$ cat src/rtl/mem_arb_pkg.sv
// Shared definitions for the memory port arbiter.
//   state_t : arbiter FSM states (IDLE, BUSY_I, BUSY_D)
//   port_t  : requester identifiers used for round-robin bookkeeping
//   ADDR_W_DEF / DATA_W_DEF : default bus widths
package mem_arb_pkg;

  localparam int unsigned ADDR_W_DEF = 32;
  localparam int unsigned DATA_W_DEF = 32;

  typedef enum logic [1:0] {
    IDLE   = 2'd0,
    BUSY_I = 2'd1,
    BUSY_D = 2'd2
  } state_t;

  typedef enum logic {
    PORT_I = 1'b0,
    PORT_D = 1'b1
  } port_t;

endpackage

$ cat src/rtl/mem_port_arbiter_if.sv
// Bundle of the core-side request ports and the shared memory bus.
//   Fetch port : if_req, if_addr -> if_rdata, if_valid
//   Data port  : d_req, d_we, d_be, d_addr, d_wdata -> d_rdata, d_valid
//   Memory bus : mem_req, mem_we, mem_be, mem_addr, mem_wdata <- mem_rdata, mem_ready
//   Status     : core_stall, bus_err
// Modports:
//   master : the arbiter (drives the memory bus and the completions)
//   slave  : the environment (core requesters plus memory responder)
interface mem_port_arbiter_if
  import mem_arb_pkg::*;
#(
  parameter int unsigned ADDR_W = ADDR_W_DEF,
  parameter int unsigned DATA_W = DATA_W_DEF
) ();

  logic                  if_req;
  logic [ADDR_W-1:0]     if_addr;
  logic [DATA_W-1:0]     if_rdata;
  logic                  if_valid;

  logic                  d_req;
  logic                  d_we;
  logic [DATA_W/8-1:0]   d_be;
  logic [ADDR_W-1:0]     d_addr;
  logic [DATA_W-1:0]     d_wdata;
  logic [DATA_W-1:0]     d_rdata;
  logic                  d_valid;

  logic                  mem_req;
  logic                  mem_we;
  logic [DATA_W/8-1:0]   mem_be;
  logic [ADDR_W-1:0]     mem_addr;
  logic [DATA_W-1:0]     mem_wdata;
  logic [DATA_W-1:0]     mem_rdata;
  logic                  mem_ready;

  logic                  core_stall;
  logic                  bus_err;

  modport master (
    input  if_req, if_addr,
    input  d_req, d_we, d_be, d_addr, d_wdata,
    input  mem_rdata, mem_ready,
    output if_rdata, if_valid,
    output d_rdata, d_valid,
    output mem_req, mem_we, mem_be, mem_addr, mem_wdata,
    output core_stall, bus_err
  );

  modport slave (
    output if_req, if_addr,
    output d_req, d_we, d_be, d_addr, d_wdata,
    output mem_rdata, mem_ready,
    input  if_rdata, if_valid,
    input  d_rdata, d_valid,
    input  mem_req, mem_we, mem_be, mem_addr, mem_wdata,
    input  core_stall, bus_err
  );

endinterface

$ cat src/rtl/arb_timeout_cnt.sv
// Busy-phase watchdog for the memory port arbiter.
//   clk, reset : clock and synchronous active-high reset
//   clear      : restart the count (asserted on grant)
//   enable     : count this cycle (BUSY and mem_ready low)
//   expired    : this counting cycle brings the count to TIMEOUT;
//                the arbiter aborts at the coming edge
module arb_timeout_cnt #(
  parameter int unsigned TIMEOUT = 255
) (
  input  logic clk,
  input  logic reset,
  input  logic clear,
  input  logic enable,
  output logic expired
);

  localparam int unsigned    CNT_W = (TIMEOUT < 1) ? 1 : $clog2(TIMEOUT + 1);
  localparam logic [CNT_W-1:0] LAST = CNT_W'(TIMEOUT - 1);

  logic [CNT_W-1:0] cnt_q;
  logic [CNT_W-1:0] cnt_d;

  // Decoding TIMEOUT-1 ahead of the increment lets the abort land on the
  // same edge at which the count reaches TIMEOUT.
  assign expired = enable && (cnt_q == LAST);

  always_comb begin
    cnt_d = cnt_q;
    if (clear) begin
      cnt_d = '0;
    end else if (enable) begin
      cnt_d = cnt_q + 1'b1;
    end
  end

  always_ff @(posedge clk) begin
    if (reset) begin
      cnt_q <= '0;
    end else begin
      cnt_q <= cnt_d;
    end
  end

endmodule

$ cat src/rtl/mem_port_arbiter.sv
// Serialises instruction-fetch and load/store requests onto one shared
// single-port memory bus, with round-robin arbitration on ties.
//   clk, reset : clock and synchronous active-high reset
//   bus        : mem_port_arbiter_if master view
//                fetch/data requests in, one-cycle completion pulses out,
//                registered memory bus out, mem_rdata/mem_ready in,
//                core_stall (combinational from req) and bus_err pulse out
module mem_port_arbiter
  import mem_arb_pkg::*;
#(
  parameter int unsigned ADDR_W  = ADDR_W_DEF,
  parameter int unsigned DATA_W  = DATA_W_DEF,
  parameter int unsigned TIMEOUT = 255
) (
  input  logic                 clk,
  input  logic                 reset,
  mem_port_arbiter_if.master   bus
);

  state_t               state_q;
  port_t                last_grant_q;

  logic                 mem_req_q;
  logic                 mem_we_q;
  logic [DATA_W/8-1:0]  mem_be_q;
  logic [ADDR_W-1:0]    mem_addr_q;
  logic [DATA_W-1:0]    mem_wdata_q;

  logic                 if_valid_q;
  logic                 d_valid_q;
  logic [DATA_W-1:0]    if_rdata_q;
  logic [DATA_W-1:0]    d_rdata_q;
  logic                 bus_err_q;

  logic                 if_req_m;
  logic                 d_req_m;
  logic                 grant_i;
  logic                 grant_d;
  logic                 busy;
  logic                 expired;
  logic [DATA_W-1:0]    rdata_cpl;

  // A port completing this cycle still holds its req; mask it so the
  // stale request is not granted again while the other port may be.
  assign if_req_m = bus.if_req & ~if_valid_q;
  assign d_req_m  = bus.d_req  & ~d_valid_q;

  assign busy    = (state_q != IDLE);
  assign grant_d = (state_q == IDLE) & d_req_m & (~if_req_m | (last_grant_q == PORT_I));
  assign grant_i = (state_q == IDLE) & if_req_m & ~grant_d;

  // Stores and aborts return zero; only a ready load/fetch returns bus data.
  assign rdata_cpl = (bus.mem_ready & ~mem_we_q) ? bus.mem_rdata : '0;

  arb_timeout_cnt #(
    .TIMEOUT (TIMEOUT)
  ) u_timeout (
    .clk     (clk),
    .reset   (reset),
    .clear   (grant_i | grant_d),
    .enable  (busy & ~bus.mem_ready),
    .expired (expired)
  );

  always_ff @(posedge clk) begin
    if (reset) begin
      state_q      <= IDLE;
      last_grant_q <= PORT_I;
      mem_req_q    <= 1'b0;
      mem_we_q     <= 1'b0;
      mem_be_q     <= '0;
      mem_addr_q   <= '0;
      mem_wdata_q  <= '0;
      if_valid_q   <= 1'b0;
      d_valid_q    <= 1'b0;
      if_rdata_q   <= '0;
      d_rdata_q    <= '0;
      bus_err_q    <= 1'b0;
    end else begin
      if_valid_q <= 1'b0;
      d_valid_q  <= 1'b0;
      bus_err_q  <= 1'b0;
      unique case (state_q)
        IDLE: begin
          if (grant_d) begin
            state_q      <= BUSY_D;
            last_grant_q <= PORT_D;
            mem_req_q    <= 1'b1;
            mem_we_q     <= bus.d_we;
            mem_be_q     <= bus.d_be;
            mem_addr_q   <= bus.d_addr;
            mem_wdata_q  <= bus.d_wdata;
          end else if (grant_i) begin
            state_q      <= BUSY_I;
            last_grant_q <= PORT_I;
            mem_req_q    <= 1'b1;
            mem_we_q     <= 1'b0;
            mem_be_q     <= '1;
            mem_addr_q   <= bus.if_addr;
            mem_wdata_q  <= '0;
          end
        end
        BUSY_I, BUSY_D: begin
          if (bus.mem_ready || expired) begin
            state_q   <= IDLE;
            mem_req_q <= 1'b0;
            bus_err_q <= ~bus.mem_ready;
            if (state_q == BUSY_I) begin
              if_valid_q <= 1'b1;
              if_rdata_q <= rdata_cpl;
            end else begin
              d_valid_q <= 1'b1;
              d_rdata_q <= rdata_cpl;
            end
          end
        end
        default: begin
          state_q   <= IDLE;
          mem_req_q <= 1'b0;
        end
      endcase
    end
  end

  assign bus.mem_req    = mem_req_q;
  assign bus.mem_we     = mem_we_q;
  assign bus.mem_be     = mem_be_q;
  assign bus.mem_addr   = mem_addr_q;
  assign bus.mem_wdata  = mem_wdata_q;
  assign bus.if_valid   = if_valid_q;
  assign bus.if_rdata   = if_rdata_q;
  assign bus.d_valid    = d_valid_q;
  assign bus.d_rdata    = d_rdata_q;
  assign bus.bus_err    = bus_err_q;
  assign bus.core_stall = (bus.if_req & ~if_valid_q) | (bus.d_req & ~d_valid_q);

endmodule
$ cat src/flat_wrapper.sv
// flat-port wrapper written by rule: the top's interface ports become plain ports
module mem_port_arbiter_flat import mem_arb_pkg::*;
#(
  parameter int unsigned ADDR_W  = ADDR_W_DEF,
  parameter int unsigned DATA_W  = DATA_W_DEF,
  parameter int unsigned TIMEOUT = 255
)
  (clk, reset, bus_if_req, bus_if_addr, bus_d_req, bus_d_we, bus_d_be, bus_d_addr, bus_d_wdata, bus_mem_rdata, bus_mem_ready, bus_if_rdata, bus_if_valid, bus_d_rdata, bus_d_valid, bus_mem_req, bus_mem_we, bus_mem_be, bus_mem_addr, bus_mem_wdata, bus_core_stall, bus_bus_err);
  mem_port_arbiter_if #(.ADDR_W(ADDR_W), .DATA_W(DATA_W)) bus_i ();
  input  logic clk;
  input  logic reset;
  input wire logic [$bits(bus_i.if_req)-1:0] bus_if_req;
  input wire logic [$bits(bus_i.if_addr)-1:0] bus_if_addr;
  input wire logic [$bits(bus_i.d_req)-1:0] bus_d_req;
  input wire logic [$bits(bus_i.d_we)-1:0] bus_d_we;
  input wire logic [$bits(bus_i.d_be)-1:0] bus_d_be;
  input wire logic [$bits(bus_i.d_addr)-1:0] bus_d_addr;
  input wire logic [$bits(bus_i.d_wdata)-1:0] bus_d_wdata;
  input wire logic [$bits(bus_i.mem_rdata)-1:0] bus_mem_rdata;
  input wire logic [$bits(bus_i.mem_ready)-1:0] bus_mem_ready;
  output wire logic [$bits(bus_i.if_rdata)-1:0] bus_if_rdata;
  output wire logic [$bits(bus_i.if_valid)-1:0] bus_if_valid;
  output wire logic [$bits(bus_i.d_rdata)-1:0] bus_d_rdata;
  output wire logic [$bits(bus_i.d_valid)-1:0] bus_d_valid;
  output wire logic [$bits(bus_i.mem_req)-1:0] bus_mem_req;
  output wire logic [$bits(bus_i.mem_we)-1:0] bus_mem_we;
  output wire logic [$bits(bus_i.mem_be)-1:0] bus_mem_be;
  output wire logic [$bits(bus_i.mem_addr)-1:0] bus_mem_addr;
  output wire logic [$bits(bus_i.mem_wdata)-1:0] bus_mem_wdata;
  output wire logic [$bits(bus_i.core_stall)-1:0] bus_core_stall;
  output wire logic [$bits(bus_i.bus_err)-1:0] bus_bus_err;
  assign bus_i.if_req = bus_if_req;
  assign bus_i.if_addr = bus_if_addr;
  assign bus_i.d_req = bus_d_req;
  assign bus_i.d_we = bus_d_we;
  assign bus_i.d_be = bus_d_be;
  assign bus_i.d_addr = bus_d_addr;
  assign bus_i.d_wdata = bus_d_wdata;
  assign bus_i.mem_rdata = bus_mem_rdata;
  assign bus_i.mem_ready = bus_mem_ready;
  assign bus_if_rdata = bus_i.if_rdata;
  assign bus_if_valid = bus_i.if_valid;
  assign bus_d_rdata = bus_i.d_rdata;
  assign bus_d_valid = bus_i.d_valid;
  assign bus_mem_req = bus_i.mem_req;
  assign bus_mem_we = bus_i.mem_we;
  assign bus_mem_be = bus_i.mem_be;
  assign bus_mem_addr = bus_i.mem_addr;
  assign bus_mem_wdata = bus_i.mem_wdata;
  assign bus_core_stall = bus_i.core_stall;
  assign bus_bus_err = bus_i.bus_err;
  mem_port_arbiter #(.ADDR_W(ADDR_W), .DATA_W(DATA_W), .TIMEOUT(TIMEOUT)) u_core (.clk(clk), .reset(reset), .bus(bus_i));
endmodule
$ cat config.mk
export PLATFORM = sky130hd
export DESIGN_NAME = mem_port_arbiter_flat
export DESIGN_NICKNAME = d
export VERILOG_FILES = /design/src/rtl/mem_arb_pkg.sv /design/src/rtl/mem_port_arbiter_if.sv /design/src/rtl/arb_timeout_cnt.sv /design/src/rtl/mem_port_arbiter.sv /design/src/flat_wrapper.sv
export SDC_FILE = /design/constraint.sdc
export NUM_CORES = 1
export LEC_CHECK = 0
export BUFFER_PORTS_ARGS = -buffer_cell sky130_fd_sc_hd__buf_2
export CAP_MARGIN = 20
export CORE_MARGIN = 2
export CORE_UTILIZATION = 50
export CTS_CLUSTER_SIZE = 8
export DETAILED_ROUTE_END_ITERATION = 10
export PLACE_DENSITY = 0.85
export SLEW_MARGIN = 10
export SYNTH_ARGS = -nofsm -noshare
export SYNTH_HDL_FRONTEND = slang
export SYNTH_SLANG_ARGS = --single-unit
$ cat constraint.sdc
create_clock -name clk -period 2.8 [get_ports clk]
set_input_delay 0.28 -clock clk [delete_from_list [all_inputs] [get_ports clk]]
set_output_delay 0.28 -clock clk [all_outputs]
set_load 0.01 [all_outputs]
==> results.md, run 1 <==
* Hold_buf cts at 0
* Leakage at 3.704 nW
* Final Setup Violations at 0
* F_max at 0.4792 GHz
* Max Used Layer: met4
* DR WL met2 at 8164 um
* Relative slew slack at 0.4705
* Met1 Wirelength at 6308 um
* Vias at 5496
* Clock Sinks at 148
* Worst VDD drop at 0.4972 mV
* IO buf count at 275
* Area leader, netlist: dfxtp_1
* Cell area after technology mapping at 0.005808 sq mm
* Post-CTS Resized at 0
* Clock Tree Buf Depth at 2
* Critical Path, Cell by Cell: inv_1 > ha_1 > o21a_2 > buf_4 > nor2_1 > a211oi_1
* Synth area leaders: dfxtp_1 51%, a21oi_1 5.5%, mux2i_1 5.5%
* Maxcap violations at 0
* PnR Total Power at 7.181 mW
* Top cells by count, synth: 148 x dfxtp_1, 69 x nand2_1, 64 x a21oi_1, 54 x o21ai_0, 49 x nor2_1
* Fin. max-slew vios at 0
* Syn avg cell area at 9.190 sq um
* 1st-pass router iterations at 5
* Worst Path Arrival at 2.39 ns
* Synth Flop Type: dfxtp_1
* Hold Crit Start: bus_d_wdata[5]
* Synth Instances at 632
* Fin nets at 1029
* Setup TNS at 0 ns
* First-pass GRT wire length at 25250 um
* RR Startpoint: u_core.state_q[1]$_SDFFE_PP0P_
* Status: finished clean
* Die W at 111.8 um
* Count leader, synth: dfxtp_1
* Root Buffer: clkbuf_16
* Setup Crit Path Kind: reg -> reg
* Minimum clock period at 2.087 ns
* Sequential area share after synthesis at 0.5101
* Global-route usage over all layers at 0.2491
* Aggregate global routing overflow at 0
* Clock-pin slew on the worst setup and hold paths at 0.06 ns
* Vias in the first global route at 5247
* Setup Skew at 0.008147 ns
* CTS tree: done
* Mapped Nets at 776
* Critical-path maximum fanout at 68
* Critical Path RT at 3.11 ns
* DP HPWL at 11480 um
* Core area at 0.01137 sq mm
* Post-synth EDFFs at 0
* Top cell type's share of synthesized area at 0.5101
* Final worst-path cycle share at 0.7453
* Cell variety after synth at 44
* Num rows at 39
* Register bit total from synthesis at 148
* Async S/R FF share, synth at 0
* RSZ-0062 raised after global routing: no
* CP max-delay cell: buf_4
* Die height at 111.8 um
* Postcts setup bufs at 0
* DR vias/cell at 5.280
* Final hold vios at 0
* Routed WL at 16090 um
* Routability Congestion at 0.8369
* Clk_lat worst skew at 0.40 ns
* Drt drc at 0
* Hold Crit Class: in -> reg
* Layout area overhead at 34.75%
* Fillers at 940
* Crit-path max cell delay at 0.53 ns
* PwrDens at 917.5 mW/mm^2
* Setup crit end kind: flip-flop
* Yosys warns at 0
* CP startpoint kind: flip-flop
* Worst slew pin tran at 0.7923 ns
* I/O pin count at 276
* Initial Util at 0.5108
* H-tree lvl count at 4
* Die area at 0.01249 sq mm
* Worst setup startpoint: u_core.state_q[1]$_SDFFE_PP0P_
* Diode count at 0
* ANT nets after route at 0
* WL/cell at 15.45 um
* Clock buffer count from CTS at 17
* DRT iter0 DRCs at 497
* Largest net degree at the start of global routing at 70
* Fraction of layout cells with a size suffix above 1 at 0.3675
* Initial antenna violation count at 0
* Met3 wire length at 1312 um
state kept, by name, indices dropped and copies added, names as in the netlist:
| signal | count |
|---|---|
| u_core.bus.bus_err | 1 |
| u_core.bus.d_rdata | 32 |
| u_core.bus.d_valid | 1 |
| u_core.bus.if_rdata | 32 |
| u_core.bus.if_valid | 1 |
| u_core.bus.mem_addr | 32 |
| u_core.bus.mem_be | 4 |
| u_core.bus.mem_req | 1 |
| u_core.bus.mem_wdata | 32 |
| u_core.bus.mem_we | 1 |
| u_core.last_grant_q | 1 |
| u_core.state_q | 2 |
| u_core.u_timeout.cnt_q | 8 |
cell families (layout without fill, tap and decap cells):
family          after synthesis  in the layout  share of synthesized area
compound gates              205            205                     0.2210
simple gates                170            170                     0.1344
flops                       148            148                     0.5101
buf+inv                      63            329                    0.05385
mux                          33             33                    0.05709
xor+xnor                      7              7                    0.01056
fa+ha+maj                     6              6                    0.01293
final timing paths:
kind,slack (ns),endpoint,cells after the start
worst min-delay path,0.08,u_core.bus.mem_wdata[5]$_SDFFE_PP0P_,2
worst max-delay path,0.71,u_core.bus.mem_addr[17]$_SDFFE_PP0P_,6
worst min register to register,0.47,u_core.bus.if_rdata[9]$_SDFFE_PP0P_,2
worst max register to register,0.71,u_core.bus.mem_addr[17]$_SDFFE_PP0P_,6
critical path: cells and delay by family, from the launching register on:
kind                       cells  cell delay (ns)
AOI/OAI and AO/OA              2             0.52
and+or+nand+nor                1             0.09
adders and majority gates      1             0.39
buffers and inverters          2             0.64
DFF                            1             0.31
final cells by class:
class | count | area, sq um | share of cell area
clock buffers | 20 | 456.7 | 0.05835
clock inverters | 12 | 152.6 | 0.01950
inverters | 9 | 33.78 | 0.004317
multi-input cells | 421 | 2552 | 0.3261
flip-flops and latches | 148 | 2963 | 0.3786
well taps | 143 | 178.9 | 0.02286
repair buffers | 288 | 1489 | 0.1902
per-stage QoR:
| step | hold slack [ns] | util | area (sq um) | instances | setup WS, ns |
|---|---|---|---|---|---|
| 2_1_floorplan | 0.4055 | - | 5808 | 632 | 1.018 |
| 3_3_place_gp | 0.4560 | 0.6348 | 7217 | 1009 | 0.8492 |
| 3_5_place_dp | 0.4597 | 0.6348 | 7217 | 1009 | 0.7526 |
| 4_1_cts | 0.06274 | 0.6883 | 7826 | 1041 | 0.7344 |
| 5_1_grt | 0.06181 | 0.6883 | 7826 | 1041 | 0.4828 |
| 6_report | 0.08246 | 0.6883 | 7826 | 1041 | 0.7132 |
power breakdown:
group          leakage [nW]  total, mW  internal [mW]  switching [mW]
registers              1.21       2.71           2.50           0.207
clock network         0.288       2.32           1.45           0.870
logic                  2.21       2.15          0.847            1.30
layer usage:
metal  vias to the layer above  global-route usage
li1                       2721                   -
met1                      2474              0.2902
met2                       276              0.4396
met3                        25             0.06369
met4                         0             0.09465
met5                         -                   0
placed cells by master, fill, tap and decap left out, drive strengths merged, types with 6 or more instances in the layout:
| cell | synthesis | final |
|---|---|---|
| buf | 21 | 288 |
| dfxtp | 148 | 148 |
| nand2 | 69 | 69 |
| a21oi | 64 | 64 |
| o21ai | 64 | 64 |
| nor2 | 51 | 51 |
| a22o | 33 | 33 |
| a211oi | 33 | 33 |
| mux2i | 32 | 32 |
| nor2b | 32 | 32 |
| clkbuf | 33 | 20 |
| inv | 9 | 10 |
| ha | 6 | 6 |
Power figures use the tool's default switching activity.
==> run 2, diff against run 1 <==
ABC_AREA = 1   (was not set)
CORE_UTILIZATION = 42   (was 50)
PLACE_DENSITY = 0.76   (was 0.85)
clock period = 1.8 ns   (was 2.8 ns; I/O delays follow)
==> run 2 against run 1 <==
Net effect:
- design area increased by 7.9%
- cell count increased by 24%
- worst hold slack got worse by 0.065 ns
- via count increased by 11%
- setup slack got worse by 0.57 ns
- sequential cell count unchanged
- power increased by 45%
- count of clock-buffer cells in the layout decreased by 2
- global-route usage decreased by 2.9 points
- sequential share of layout area decreased by 2.8 points
- critical path type unchanged
- largest power group unchanged
==> results.md, run 2 <==
* Status: finished clean
* Worst slew pin tran at 0.4496 ns
* Area after DPL at 0.007501 sq mm
* Pre-CTS setup slack at 0.1301 ns
* DR vias/cell at 4.699
* Clk_lat worst skew at 0.41 ns
* PnR Total Power at 10.38 mW
* Worst VDD drop at 1.027 mV
* Async S/R FF share, synth at 0
* Setup Crit Path Kind: reg -> reg
* 1st-pass router iterations at 4
* Synth Instances at 807
* Drt drc at 0
* Area leader, netlist: dfxtp_1
* Fin worst setup slack at 0.1391 ns
* Most common cell on crit path: nand2_4
* Gr busiest metal: met2
* Global-route usage over all layers at 0.2198
* Clock power frac at 0.344
* Setup crit end kind: flip-flop
* Fillers at 1245
* CP max-delay cell: dfxtp_1
* Initial Util at 0.4291
* Int Pwr at 7.119 mW
* Clock-pin slew on the worst setup and hold paths at 0.06 ns
* Setup TNS at 0 ns
* Num rows at 43
* Final worst-path cycle share at 0.9227
* Finished Cell Area at 0.008444 sq mm
* Core area at 0.01388 sq mm
* First-pass GRT wire length at 26100 um
* Fin nets at 1246
* Cell area after technology mapping at 0.005956 sq mm
* CTS tree: done
* Aggregate global routing overflow at 0
* Diode count at 0
* Routed WL at 17200 um
* Seq. cell area at 0.002963 sq mm
* F_max at 0.6021 GHz
* WL/cell at 13.28 um
* Routing usage on met1 at 0.2688
* Fraction of layout cells with a size suffix above 1 at 0.3076
* Top cell type's share of synthesized area at 0.4975
* Count leader, synth: nand2_1
* Yosys warns at 0
* Synth area leaders: dfxtp_1 50%, nand2_1 13%, nor2_1 9.2%
* Hold Slack at 0.01740 ns
* Mapped Nets at 951
* Sequential share of power at 0.391
* RSZ-0062 raised after global routing: no
* Switching pwr at 3.265 mW
* M3 GR Usage at 0.06504
* Sw frac at 0.3145
* Die W at 123.1 um
* Register bit total from synthesis at 148
* Clock Sinks at 148
* Layout area overhead at 41.79%
* Critical Path RT at 2.10 ns
* Root Buffer: clkbuf_16
* Routability Congestion at 0.8611
* Top cells by count, synth: 210 x nand2_1, 148 x dfxtp_1, 146 x nor2_1, 57 x inv_1, 52 x o21ai_0
* Sequential area share after synthesis at 0.4975
* Minimum clock period at 1.661 ns
* Crit-path max cell delay at 0.35 ns
* Most frequent cells in the layout: 275 x buf_2, 210 x nand2_1, 148 x dfxtp_1, 145 x nor2_1, 56 x inv_1
* Setup Skew at 0.007551 ns
* DP HPWL at 11420 um
* Worst Path Arrival at 1.96 ns
* Vias at 6085
* Combinational Power Share at 0.265
* Leading cell type in the layout, fill and taps excluded: buf_2
* Area occupied by multi-input gates at 0.002465 sq mm
* Largest net degree at the start of global routing at 58
* Core Util, Final at 0.6083
* Critical Path, Cell by Cell: inv_1 > ha_1 > nor2_2 > nand3_2 > nand2_4 > nand2_4 > buf_4 > o21ai_0 > nor2_1
* Clock buffer count from CTS at 17
* Relative slew slack at 0.7000
* DRT iter0 DRCs at 325
* Clock Tree Buf Depth at 2
* Vias in the first global route at 5361
* Maxcap violations at 0
* H-tree lvl count at 4
* I/O pin count at 276
* Die area at 0.01515 sq mm
* Die height at 123.1 um
* Synth Flop Type: dfxtp_1
* CP startpoint kind: flip-flop
* Cells after DPL at 1229
* Met2 Use GR at 0.3726
* Fin. max-slew vios at 0
* Critical-path maximum fanout at 15
* Final Setup Violations at 0
* Hold Crit Class: in -> reg
* Final non-filler cell total at 1295
* Cell variety after synth at 25
* Post-synth EDFFs at 0
* IO buf count at 275
* Leakage at 4.298 nW
* Syn avg cell area at 7.380 sq um
* Final hold vios at 0
* Initial antenna violation count at 0
* ANT nets after route at 0
* PwrDens at 1230 mW/mm^2
-- run 2: changes by cell type after synthesis, moves of 6 or more --
cell and delta:
buf_4 +6, nand2_1 +141, nor2b_1 -31, a211oi_1 -33, nand3_1 +38, a22o_1 -33
clkbuf_1 -19, inv_1 +49, nor2_1 +97, mux2i_1 -32, a21oi_1 -33, buf_6 +6
o21ai_1 +6, o211ai_1 +32
-- run 2: worst paths after layout --
check | from | to | slack, ns | cells after the start
worst max-delay path | u_core.state_q[1]$_SDFFE_PP0P_ | u_core.bus.d_rdata[10]$_SDFFE_PP0P_ | 0.14 | 9
worst min-delay path | bus_if_addr[14] | u_core.bus.mem_addr[14]$_SDFFE_PP0P_ | 0.02 | 3
worst min register to register | u_core.bus.mem_wdata[3]$_SDFFE_PP0P_ | u_core.bus.mem_wdata[3]$_SDFFE_PP0P_ | 0.44 | 2
worst max register to register | u_core.state_q[1]$_SDFFE_PP0P_ | u_core.bus.d_rdata[10]$_SDFFE_PP0P_ | 0.14 | 9
-- run 2: timing repair --
action	in CTS	in global routing
endpoints found under the hold margin	34	0
endpoints found under the setup margin	0	2
hold buffers	34	0
resized for setup	0	2
setup buffers	0	0
-- run 2: layout make-up --
class                           count  area share
Sequential cell                   148      0.3509
Multi-Input combinational cell    546      0.2919
Timing Repair Buffer              328      0.2320
Clock buffer                       18     0.05201
Inverter                           61     0.02741
Tap cell                          180     0.02667
Clock inverter                     14     0.01911
-- run 2: worst max-delay path, delay by kind of cell, from the launching register on --
family	cells	cell delay, ns
buffers and inverters	2	0.28
AO/OA/AOI/OAI	1	0.22
AND/OR/NAND/NOR	5	0.50
flip-flops	1	0.35
adder cells (fa/ha/maj)	1	0.22
-- run 2: kinds of logic after synthesis --
logic type	synth area share
AO/OA/AOI/OAI	0.1265
adder cells (fa/ha/maj)	0.01260
buffers and inverters	0.08908
flip-flops	0.4975
AND/OR/NAND/NOR	0.2744
-- run 2: power groups by stage --
stage / clock (mW) / sequential (mW) / combinational [mW]
5_1_grt: 3.78 / 4.12 / 3.07
2_1_floorplan: 0 / 4.37 / 1.39
6_report: 3.57 / 4.06 / 2.75
3_5_place_dp: 0 / 4.12 / 2.72
4_1_cts: 3.63 / 4.06 / 2.78
3_3_place_gp: 0 / 4.11 / 2.68
-- run 2: metal layers --
metal	share of wire	vias up	wire, um
li1	-	3142	-
met1	0.42	2696	7253
met2	0.49	220	8342
met3	0.076	27	1310
met4	0.017	0	294
met5	0	-	0
